==> src/rtl/fft_butterfly.sv <==
// Three-stage pipelined radix-2 DIT butterfly: x0 = (a + b*tw)/2, x1 = (a - b*tw)/2 on packed complex Q1.(W-1).
// Optional macro BFLY_ROUND_EN selects round-half-up instead of truncation at the output halving.
module fft_butterfly #(
    parameter int W    = 16,
    parameter int TAGW = 10
) (
    input  logic              clk,
    input  logic              reset_n,
    input  logic              in_valid,
    output logic              in_ready,
    input  logic [2*W-1:0]    a,
    input  logic [2*W-1:0]    b,
    input  logic [2*W-1:0]    tw,
    input  logic [TAGW-1:0]   in_tag,
    output logic              out_valid,
    input  logic              out_ready,
    output logic [2*W-1:0]    x0,
    output logic [2*W-1:0]    x1,
    output logic [TAGW-1:0]   out_tag
);

    localparam int PW  = 2*W + 1;
    localparam int BWW = W + 2;
    localparam int SW  = W + 3;

    localparam logic signed [SW-1:0] SAT_MAX = SW'((1 <<< (W-1)) - 1);
    localparam logic signed [SW-1:0] SAT_MIN = ~SAT_MAX;

`ifdef BFLY_ROUND_EN
    localparam logic signed [SW-1:0] RND = SW'(1);
`else
    localparam logic signed [SW-1:0] RND = '0;
`endif

    logic                    s1Valid_q;
    logic [2*W-1:0]          s1A_q;
    logic [2*W-1:0]          s1B_q;
    logic [2*W-1:0]          s1Tw_q;
    logic [TAGW-1:0]         s1Tag_q;

    logic                    s2Valid_q;
    logic [2*W-1:0]          s2A_q;
    logic signed [BWW-1:0]   s2BwRe_q;
    logic signed [BWW-1:0]   s2BwIm_q;
    logic [TAGW-1:0]         s2Tag_q;

    logic                    s3Valid_q;
    logic [2*W-1:0]          x0_q;
    logic [2*W-1:0]          x1_q;
    logic [TAGW-1:0]         tag_q;

    logic                    stall;

    // One global stall: a held output freezes every stage so bubbles never collapse.
    assign stall    = s3Valid_q && !out_ready;
    assign in_ready = !stall;

    logic signed [W-1:0]     bRe, bIm, wRe, wIm;
    logic signed [PW-1:0]    prodRe, prodIm;
    logic signed [BWW-1:0]   s2BwRe_d, s2BwIm_d;

    // Full-precision complex product; W+2 bits after the shift so 0x8000*0x8000 sums cannot wrap.
    always_comb begin
        bRe      = s1B_q[2*W-1:W];
        bIm      = s1B_q[W-1:0];
        wRe      = s1Tw_q[2*W-1:W];
        wIm      = s1Tw_q[W-1:0];
        prodRe   = PW'(bRe) * PW'(wRe) - PW'(bIm) * PW'(wIm);
        prodIm   = PW'(bRe) * PW'(wIm) + PW'(bIm) * PW'(wRe);
        s2BwRe_d = BWW'(prodRe >>> (W-1));
        s2BwIm_d = BWW'(prodIm >>> (W-1));
    end

    function automatic logic [W-1:0] satHalf(input logic signed [SW-1:0] v);
        logic signed [SW-1:0] h;
        logic [W-1:0]         r;
        h = v >>> 1;
        if (h > SAT_MAX) begin
            r = SAT_MAX[W-1:0];
        end else if (h < SAT_MIN) begin
            r = SAT_MIN[W-1:0];
        end else begin
            r = h[W-1:0];
        end
        return r;
    endfunction

    logic signed [W-1:0]     aRe, aIm;
    logic signed [SW-1:0]    sumRe, sumIm, difRe, difIm;
    logic [2*W-1:0]          x0_d, x1_d;

    always_comb begin
        aRe   = s2A_q[2*W-1:W];
        aIm   = s2A_q[W-1:0];
        sumRe = SW'(aRe) + SW'(s2BwRe_q) + RND;
        sumIm = SW'(aIm) + SW'(s2BwIm_q) + RND;
        difRe = SW'(aRe) - SW'(s2BwRe_q) + RND;
        difIm = SW'(aIm) - SW'(s2BwIm_q) + RND;
        x0_d  = {satHalf(sumRe), satHalf(sumIm)};
        x1_d  = {satHalf(difRe), satHalf(difIm)};
    end

    always_ff @(posedge clk or negedge reset_n) begin
        if (!reset_n) begin
            s1Valid_q <= 1'b0;
            s1A_q     <= '0;
            s1B_q     <= '0;
            s1Tw_q    <= '0;
            s1Tag_q   <= '0;
            s2Valid_q <= 1'b0;
            s2A_q     <= '0;
            s2BwRe_q  <= '0;
            s2BwIm_q  <= '0;
            s2Tag_q   <= '0;
            s3Valid_q <= 1'b0;
            x0_q      <= '0;
            x1_q      <= '0;
            tag_q     <= '0;
        end else if (!stall) begin
            s1Valid_q <= in_valid;
            s1A_q     <= a;
            s1B_q     <= b;
            s1Tw_q    <= tw;
            s1Tag_q   <= in_tag;
            s2Valid_q <= s1Valid_q;
            s2A_q     <= s1A_q;
            s2BwRe_q  <= s2BwRe_d;
            s2BwIm_q  <= s2BwIm_d;
            s2Tag_q   <= s1Tag_q;
            s3Valid_q <= s2Valid_q;
            x0_q      <= x0_d;
            x1_q      <= x1_d;
            tag_q     <= s2Tag_q;
        end
    end

    assign out_valid = s3Valid_q;
    assign x0        = x0_q;
    assign x1        = x1_q;
    assign out_tag   = tag_q;

endmodule

==> config.mk <==
export PLATFORM = sky130hd
export DESIGN_NAME = fft_butterfly
export DESIGN_NICKNAME = d
export VERILOG_FILES = /design/src/rtl/fft_butterfly.sv
export SDC_FILE = /design/constraint.sdc
export NUM_CORES = 2
export LEC_CHECK = 0
export ABC_AREA = 1
export ABC_CLOCK_PERIOD_IN_PS = 9200
export CORE_UTILIZATION = 55
export CTS_BUF_LIST = sky130_fd_sc_hd__clkbuf_4
export CTS_CLUSTER_DIAMETER = 80
export DETAILED_ROUTE_END_ITERATION = 10
export PLACE_DENSITY = 0.84
export SYNTH_ARGS = -nofsm -noshare
export SYNTH_HDL_FRONTEND = slang
export SYNTH_SLANG_ARGS = --single-unit
==> constraint.sdc <==
create_clock -name clk -period 9.2 [get_ports clk]
set_input_delay 2.76 -clock clk [delete_from_list [all_inputs] [get_ports clk]]
set_output_delay 2.76 -clock clk [all_outputs]
set_load 0.005 [all_outputs]
==> load_flow_metrics.sql <==
INSERT INTO impl_metrics (metric_group, metric, value, unit) VALUES
('clock_tree', 'clk-insertion-delay-late', '970', 'ps'),
('placement', 'place_congestion', '0.958', ''),
('die', 'core_region_area', '0.102', 'sq mm'),
('die', 'starting_density', '0.555', ''),
('placement', 'place_inst', '8398', ''),
('critical_path', 'endpoint', 's2BwRe_q[8]', ''),
('yosys', 'yosys.area_share.simple', '0.167', ''),
('critical_path', 'critPathRequiredTime', '9930', 'ps'),
('critical_path', 'timing.rr.end', 's2BwRe_q[8]', ''),
('finish', 'number_of_nets_in_the_layout', '8768', ''),
('yosys', 'synth.mux.area_fraction', '0', ''),
('sta', 'timing.final.crit_share', '0.888', ''),
('clock_tree', 'ctsRootBufferMaster', 'clkbuf_4', ''),
('sta', 'worst_slack', '1030', 'ps'),
('run_status', 'outcome', 'finished clean', ''),
('clock_tree', 'cts.hold.buffers_added', '0', ''),
('sta', 'report.final.setup_viol', '0', ''),
('critical_path', 'critical_path_peak_fanout', '17', ''),
('grt', 'initial_antenna_violation_count', '5', ''),
('finish', 'instances_no_fill', '8536', ''),
('grt', 'grt_pass1_vias', '48500', ''),
('yosys', 'synthesis.instances', '7074', ''),
('critical_path', 'worst_path_most_repeated_cell', 'fa_1', ''),
('route', 'avgRoutedWirePerCell', '18.2', 'microns'),
('yosys', 'synth_fp_nets', '8730', ''),
('route', 'drt-pass1-iter-count', '6', ''),
('yosys', 'synth_edf_count', '0', ''),
('die', 'die_x', '323', 'microns'),
('sta', 'hold_viol', '0', ''),
('clock_tree', 'clkSlewWorstSetupHoldPaths', '70', 'ps'),
('yosys', 'synth_ff_type', 'dfrtp_1', ''),
('critical_path', 'worst-setup-path-type', 'reg -> reg', ''),
('clock_tree', 'tritoncts_num_sinks', '261', ''),
('critical_path', 'crit_arrival', '8900', 'ps'),
('placement', 'numPortBuffers', '185', ''),
('clock_tree', 'cts_tree', 'done', ''),
('yosys', 'synth.lib_cells_used.distinct', '51', ''),
('finish', 'fillCellCount', '8627', ''),
('clock_tree', 'cts_resized', '0', ''),
('route', 'drt_iter0_markers', '3950', ''),
('yosys', 'synth.yosys.warnings', '0', ''),
('grt', 'gr-usage-all-layers', '0.313', ''),
('yosys', 'synth-compound-area-share', '0.0432', ''),
('route', 'post_detailed_routing_wire_length', '156000', 'microns'),
('route', 'remaining_drc_errors', '0', ''),
('yosys', 'largest_family_of_logic_cells_by_synthesized_area', 'adder cells', ''),
('finish', 'flow.area_growth_from_synthesis', '6.98', '%'),
('route', 'final_antenna_net_count', '0', ''),
('die', 'die_height', '323', 'microns'),
('sta', 'finClkSkew', '113', 'ps'),
('clock_tree', 'cts.htree.levels', '3', ''),
('die', 'floorplan.die_area', '0.104', 'sq mm'),
('grt', 'grt_overflow', '0', ''),
('grt', 'global_route_wire_length_before_repair', '253000', 'microns'),
('sta', 'relSlewSlack', '0.0830', ''),
('sta', 'worst_pin_slew', '1380', 'ps'),
('run', 'drv.max_cap_violation_count', '0', ''),
('critical_path', 'crit-reg2reg-launch', 's1Tw_q[1]', ''),
('sta', 'maxSlewViolCount', '0', ''),
('yosys', 'synth-xor-area-share', '0.0132', ''),
('critical_path', 'r2r.worst_path.cells', '23', ''),
('yosys', 'adder_cell_share_of_the_synthesized_area', '0.498', ''),
('hold_path', 'min_path_type', 'reg -> reg', ''),
('yosys', 'avgSynthCellArea', '8.00', 'sq um'),
('sta', 'max_freq', '0.122', 'GHz'),
('yosys', 'synth.cell_area', '0.0566', 'sq mm'),
('placement', 'placement.setup.worst_slack', '1120', 'ps'),
('grt', 'grt_start_max_net_pins', '185', ''),
('critical_path', 'setup.worst_path.end_class', 'flip-flop', ''),
('yosys', 'synth-async-reset-ratio', '1.00', ''),
('critical_path', 'start_kind', 'flip-flop', '');
worst min path at each step:
stage                          from   endpoint  slack, ps  depth (start not counted)
final                     s2Valid_q  out_valid        460                          2
after global routing      s2Valid_q  out_valid        480                          2
after CTS                 s2Valid_q  out_valid        460                          2
after detailed placement  s2Valid_q  out_valid        440                          2
after global placement    s2Valid_q  out_valid        430                          2
after floorplan           s2Valid_q  out_valid        420                          2
sequential cells by signal, summed over array words and instances (netlist names), 18 cells and up:
| register | flops |
|---|---|
| s2A_q | 32 |
| x0 | 32 |
| s1A_q | 32 |
| s1Tw_q | 32 |
| s1B_q | 32 |
| s2BwIm_q | 18 |
| x1 | 32 |
| s2BwRe_q | 18 |
worst max-delay path: cells and delay by family (launching register included):
kind	cells	cell delay, ps
compound gates	4	650
fa+ha+maj	9	4340
buf+inv	5	970
flops	1	1010
simple gates	5	1030
synth_stat cells, types with 5 or more instances:
master	count	area (sq um)
nor2_1	263	987
o21bai_1	12	90.1
buf_6	11	124
nand3b_1	11	82.6
xor2_1	63	552
nor2_2	17	106
fa_1	1176	23500
o21a_1	5	37.5
a21o_1	10	75.1
or2_2	12	75.1
buf_4	21	158
xnor2_1	22	193
nand2_4	7	78.8
inv_2	16	60.1
nand2_1	1825	6850
o21ai_1	9	45.0
dfrtp_1	261	6530
a21oi_1	132	661
nand4_1	24	150
nor2_4	5	56.3
ha_1	370	4630
a21oi_2	45	394
clkbuf_1	278	1040
nand3_1	131	656
nand2_2	30	188
a31oi_1	9	56.3
o21ai_0	175	876
nor3_1	21	105
inv_1	2066	7750
stage by stage:
stage | utilization | area [sq um]
finish | 0.594 | 60500
global route | 0.594 | 60500
CTS | 0.594 | 60500
detailed placement | 0.584 | 59500
global placement | 0.584 | 59500
floorplan | - | 56600
layout make-up:
type	instances	area (sq um)	share of cell area
flip-flops and latches	261	6550	0.108
diodes	4	10.0	0.000165
clock buffers	106	796	0.0132
repair buffers	274	2560	0.0423
clock inverters	28	214	0.00354
well taps	1368	1710	0.0283
multi-input cells	4409	40800	0.675
inverters	2086	7850	0.130
logic make-up (layout without fill, tap and decap cells):
| group | after synthesis | after routing |
|---|---|---|
| DFF | 261 | 261 |
| xor gates and xnor gates | 85 | 85 |
| other | 0 | 4 |
| and+or+nand+nor | 2360 | 2360 |
| AOI/OAI and AO/OA | 418 | 418 |
| adders and majority gates | 1546 | 1546 |
| buffers and inverters | 2404 | 2494 |
routing by layer:
| layer | share of wire | GRT usage |
|---|---|---|
| met5 | 0.00015 | 0 |
| met4 | 0.058 | 0.166 |
| met3 | 0.10 | 0.0696 |
| met2 | 0.45 | 0.494 |
| met1 | 0.38 | 0.404 |
Power is not shown: default switching activity piles up to over one toggle a cycle in this logic, so the estimate is an artifact.
